## src/rtl/register_file.sv

```systemverilog
// Multi-port register file: one write port, two combinational read ports,
// optional hardwired zero register, optional write-to-read forwarding and a saturating write counter.
module register_file #(
    parameter int WIDTH    = 32,
    parameter int ADDR_W   = 5,
    parameter int ZERO_REG = 1,
    parameter int BYPASS   = 1
) (
    input  logic              clk,
    input  logic              rst,
    input  logic              we,
    input  logic [ADDR_W-1:0] waddr,
    input  logic [WIDTH-1:0]  wdata,
    input  logic [ADDR_W-1:0] raddr1,
    output logic [WIDTH-1:0]  rdata1,
    input  logic [ADDR_W-1:0] raddr2,
    output logic [WIDTH-1:0]  rdata2,
    output logic [15:0]       wr_count
);

    localparam int DEPTH = 2 ** ADDR_W;

    logic [WIDTH-1:0] regs [DEPTH];
    logic             armed;
    logic             zero_hit;
    logic             commit;

    // armed stays low through the first edge after reset release, so a write
    // presented on the releasing edge is dropped whatever the rst/clk ordering.
    assign zero_hit = (ZERO_REG != 0) && (waddr == '0);
    assign commit   = we && armed && !zero_hit;

    always_ff @(posedge clk or posedge rst) begin
        if (rst) begin
            armed    <= 1'b0;
            wr_count <= 16'h0000;
            regs     <= '{default: '0};
        end else begin
            armed <= 1'b1;
            if (commit) begin
                regs[waddr] <= wdata;
                if (wr_count != 16'hFFFF) begin
                    wr_count <= wr_count + 16'd1;
                end
            end
        end
    end

    function automatic logic [WIDTH-1:0] read_port(
        input logic              rst_now,
        input logic              fwd,
        input logic [ADDR_W-1:0] wa,
        input logic [WIDTH-1:0]  wd,
        input logic [ADDR_W-1:0] ra,
        input logic [WIDTH-1:0]  stored
    );
        if (rst_now) begin
            return '0;
        end else if ((ZERO_REG != 0) && (ra == '0)) begin
            return '0;
        end else if ((BYPASS != 0) && fwd && (wa == ra)) begin
            return wd;
        end
        return stored;
    endfunction

    always_comb begin
        rdata1 = read_port(rst, commit, waddr, wdata, raddr1, regs[raddr1]);
        rdata2 = read_port(rst, commit, waddr, wdata, raddr2, regs[raddr2]);
    end

endmodule

```

## config.mk

```make
export PLATFORM = sky130hd
export DESIGN_NAME = register_file
export DESIGN_NICKNAME = d
export VERILOG_FILES = /design/src/rtl/register_file.sv
export SDC_FILE = /design/constraint.sdc
export NUM_CORES = 2
export LEC_CHECK = 0
export ABC_AREA = 1
export BUFFER_PORTS_ARGS = -buffer_cell sky130_fd_sc_hd__buf_2
export CAP_MARGIN = 20
export CORE_MARGIN = 10
export CORE_UTILIZATION = 55
export DETAILED_ROUTE_END_ITERATION = 10
export PLACE_DENSITY_LB_ADDON = 0.2
export SYNTH_ARGS = -nofsm -noshare
export SYNTH_HDL_FRONTEND = slang
export SYNTH_SLANG_ARGS = --single-unit
```

## constraint.sdc

```tcl
create_clock -name clk -period 93.6 [get_ports clk]
set_input_delay 0 -clock clk [delete_from_list [all_inputs] [get_ports clk]]
set_output_delay 0 -clock clk [all_outputs]
set_load 0.1 [all_outputs]
```

==> results <==
- The critical path endpoint category is an output pin.
- The worst-case IR drop observed on VDD is around 0.014 mV.
- The area of the die is 124000 sq um.
- During I/O placement, the number of pins put on the boundary was 130.
- The clock latency at the later pin of the worst-skew pair is roughly 0.7 ns.
- Clock tree synthesis selected as its root buffer the cell clkbuf_16.
- The wire length after detailed routing is 227 mm.
- The average footprint of a synthesized cell is 6.68 sq um.
- For the worst flop-to-flop path, the logic depth is 9.
- Setup total negative slack on the finished layout was measured at 0 ns.
- The critical path required time is roughly 94 ns.
- The quantity of I/O buffers inserted on ports is 129.
- The worst hold path depth is 5.
- The launch point of the worst reg-to-reg path is armed$_DFF_PP0_.
- At the pin with the least slew margin, the transition time is about 1.4 ns.
- The max-slew violation total from the final report is 0.
- The post-synthesis cell type count is 29.
- The kind of critical path is primary input to output pin.
- Of all flip-flops after synthesis, the portion carrying an async set or reset was 1.00.
- The final setup violation count is 0.
- For this run, the leading register cell type out of synthesis is dfrtp_1.
- The worst setup skew after layout is between 0.01 and 0.015 ns.
- After detailed routing, the number of remaining DRC violations is 0.
- Data arrives at the worst endpoint at roughly 4.7 ns.
- The layout cell share with drive strength beyond 1 is 0.0538.
- After clock tree synthesis, the setup repair step added 0 buffers.
- Of the available clock period, the critical path in the final layout requires 0.0505.
- The number of nets in the synthesized netlist is just over 9000.
- The HPWL after detailed placement is between 100 and 150 mm.
- In the layout the commonest cells are nand2_1 (3075), nand3_1 (1982), inv_1 (1064).
- The min-delay analysis places its worst path in the category primary input to register.
- Timing would allow up to between 0.2 and 0.25 GHz.
- In this run the static leakage power is around 32 nW.
- During synthesis, Yosys emitted a total of 0 warnings.
- The area of the core region is between 100000 and 150000 sq um.
- For this configuration, the core starts out at a cell density of 0.556.
- The register bit total from synthesis is between 1000 and 1500.
- The flow ran to the end, and the final reports show no timing, DRC or antenna violations.
- The longest clock path from root to sink contains 3 buffers.
- The clock tree from TritonCTS is built.
- The total of fill cells in the finished design is around 10000.
- Setup repair after global routing left no endpoint under its margin.
- The endpoint of the worst register-to-register path is regs[939]$_DFFE_PP0P_.
- The number of global-route vias before repair is ~59000.
- The area added between synthesis and finish is 7.85%.
- Leaving out fill and tap cells, the most frequent cell in the layout is nand2_1.
- The residual antenna-violating net count after detailed routing is 0.
- The clock drives 1041 sinks.
- The die boundary height is between 300 and 400 um.
- The post-synthesis cell area is approximately 60000 sq um.
- The total number of H-tree levels is 3.
- The standard-cell row count is around 120.
- In the final routed layout, each cell accounts on average for ~22 um.
- The width of the chip is between 300 and 400 um.
- Of the synthesized area, sequential elements account for 0.428.
- The routed layout has 62419 vias.
- The final estimated routing congestion in global placement is approximately 0.84.
- Entering global routing, the biggest net connects about 210 pins.
- The clock buffer count from CTS is between 100 and 150.
- Before CTS, the worst setup slack after placement is approximately 90 ns.
- The smallest clock period supported by the final layout is computed as 4.72 ns.
- The number of enable flip-flop cells after synthesis is 0.
- In the global route stage, overall resource usage came out at 0.352.
- The final worst slack is 88.88 ns.
- Using the TritonRoute via totals, the vias-per-cell ratio works out to between 6 and 7.
- For this run the aggregate overflow at the end of global routing stands at 0.
- The final count of hold timing violations is 0.
- The power density normalized to cell area is around 20 nW/um^2.
- Clock-pin slew was measured on the worst setup and hold paths at approximately 0.060 ns.
- The worst hold path endpoint is regs[425]$_DFFE_PP0P_.
- In this run the most critical hold path is launched from waddr[1].
- Before antenna repair, the detailed router went through 10 iterations.
- The element type at the critical path start is a primary input.
- The cell count after synthesis came out at around 9000.
- In the final design database the tool counted 8771 nets.
- The detailed router finished its first iteration with 8618 violations.
- Across the run, the number of max-cap violations was 0.
- Headroom to the max-slew limit came out at 0.0992.
- The worst-case register-to-register setup slack is approximately 90 ns.
- The number of antenna violations at the first check in global routing is 9.
- The first-pass GRT wire length is 348 mm.
- The critical-path maximum fanout is 120.
-- critical path, stage by stage --
cell and delay [ns]:
buf_8 0.31, inv_8 0.80, buf_4 0.97, nand2_1 0.14, nand4_1 0.18, nor2_1 0.09
a21oi_4 0.76, buf_4 0.63, nand3_1 0.14, nand2_1 0.17, buf_2 0.46
-- metrics by stage --
stage / hold WS [ns] / total power [mW] / util / std cells / instance area, sq um
2_1_floorplan: 0.121 / 0.784 / - / 9109 / 60900
3_3_place_gp: 0.365 / 0.841 / 0.560 / 10045 / 61300
3_5_place_dp: 0.366 / 0.852 / 0.560 / 10045 / 61300
4_1_cts: 0.0626 / 1.34 / 0.600 / 10294 / 65700
5_1_grt: 0.112 / 1.40 / 0.600 / 10294 / 65700
6_report: 0.105 / 1.34 / 0.600 / 10299 / 65700
-- how the worst max path moves through the flow --
stage	start	end	slack (ns)
floorplan	rst	armed$_DFF_PP0_	51.78
global placement	raddr2[1]	rdata2[10]	89.12
detailed placement	raddr2[1]	rdata2[10]	89.09
CTS	rst	rdata2[20]	88.87
global route	rst	rdata2[20]	88.54
finish	raddr2[1]	rdata2[10]	88.88
-- synthesized netlist by cell type (3+ instances only) --
cell type,number,share of area
a21oi_1,6,0.00049
buf_1,51,0.0031
buf_2,226,0.019
clkbuf_1,473,0.029
clkbuf_2,6,0.00049
dfrtp_1,1041,0.43
inv_1,1071,0.066
inv_2,3,0.00018
nand2_1,3075,0.19
nand2_2,8,0.00082
nand3_1,1983,0.16
nand4_1,6,0.00062
nor2_1,29,0.0018
nor2_2,20,0.0021
nor3_1,7,0.00058
nor3_2,3,0.00049
o211ai_1,64,0.0079
o21ai_0,995,0.082
or2_1,4,0.00041
or2_2,11,0.0011
xnor2_1,9,0.0013
xor2_1,11,0.0016
-- flip-flops by register name, indices dropped and copies added, names as in the netlist --
name,count
armed,1
regs,1024
wr_count,16
-- area by class of cell --
type,count,area (sq um),area share
sequential,1041,26100,0.397
clock inverter,39,507,0.00772
timing repair buffer,249,1760,0.0268
clock buffer,177,3550,0.0540
antenna,5,12.5,0.000191
multi-input combinational,6236,27800,0.424
tap,1476,1850,0.0281
inverter,1076,4090,0.0623
-- kinds of logic (layout without fill, tap and decap cells) --
group,Yosys count,in the layout,share of synthesized area
xor gates and xnor gates,20,20,0.00288
adders and majority gates,1,1,0.000205
other,1,6,0.0000616
AOI/OAI and AO/OA,1065,1065,0.0902
DFF,1041,1041,0.428
buffers and inverters,1832,1541,0.118
and+or+nand+nor,5149,5149,0.361
-- power breakdown --
part           switching (mW)  total (mW)  internal, mW
Sequential             0.0276       0.552         0.525
Combinational           0.218       0.302        0.0843
Clock                   0.196       0.486         0.290
Total                   0.442        1.34         0.899
-- routing by layer --
| layer | vias up | global-route usage | part of all wire |
|---|---|---|---|
| met5 | - | 0 | 0.00046 |
| met4 | 16 | 0.199 | 0.061 |
| met3 | 895 | 0.0900 | 0.13 |
| met2 | 4348 | 0.534 | 0.43 |
| met1 | 29098 | 0.456 | 0.38 |
| li1 | 28062 | - | - |
-- timing repair --
| action | CTS | global route |
|---|---|---|
| hold buffers | 33 | 0 |
| gates resized for setup | 0 | 0 |
| hold endpoints to repair | 779 | 0 |
(Power assumes the default switching activity.)
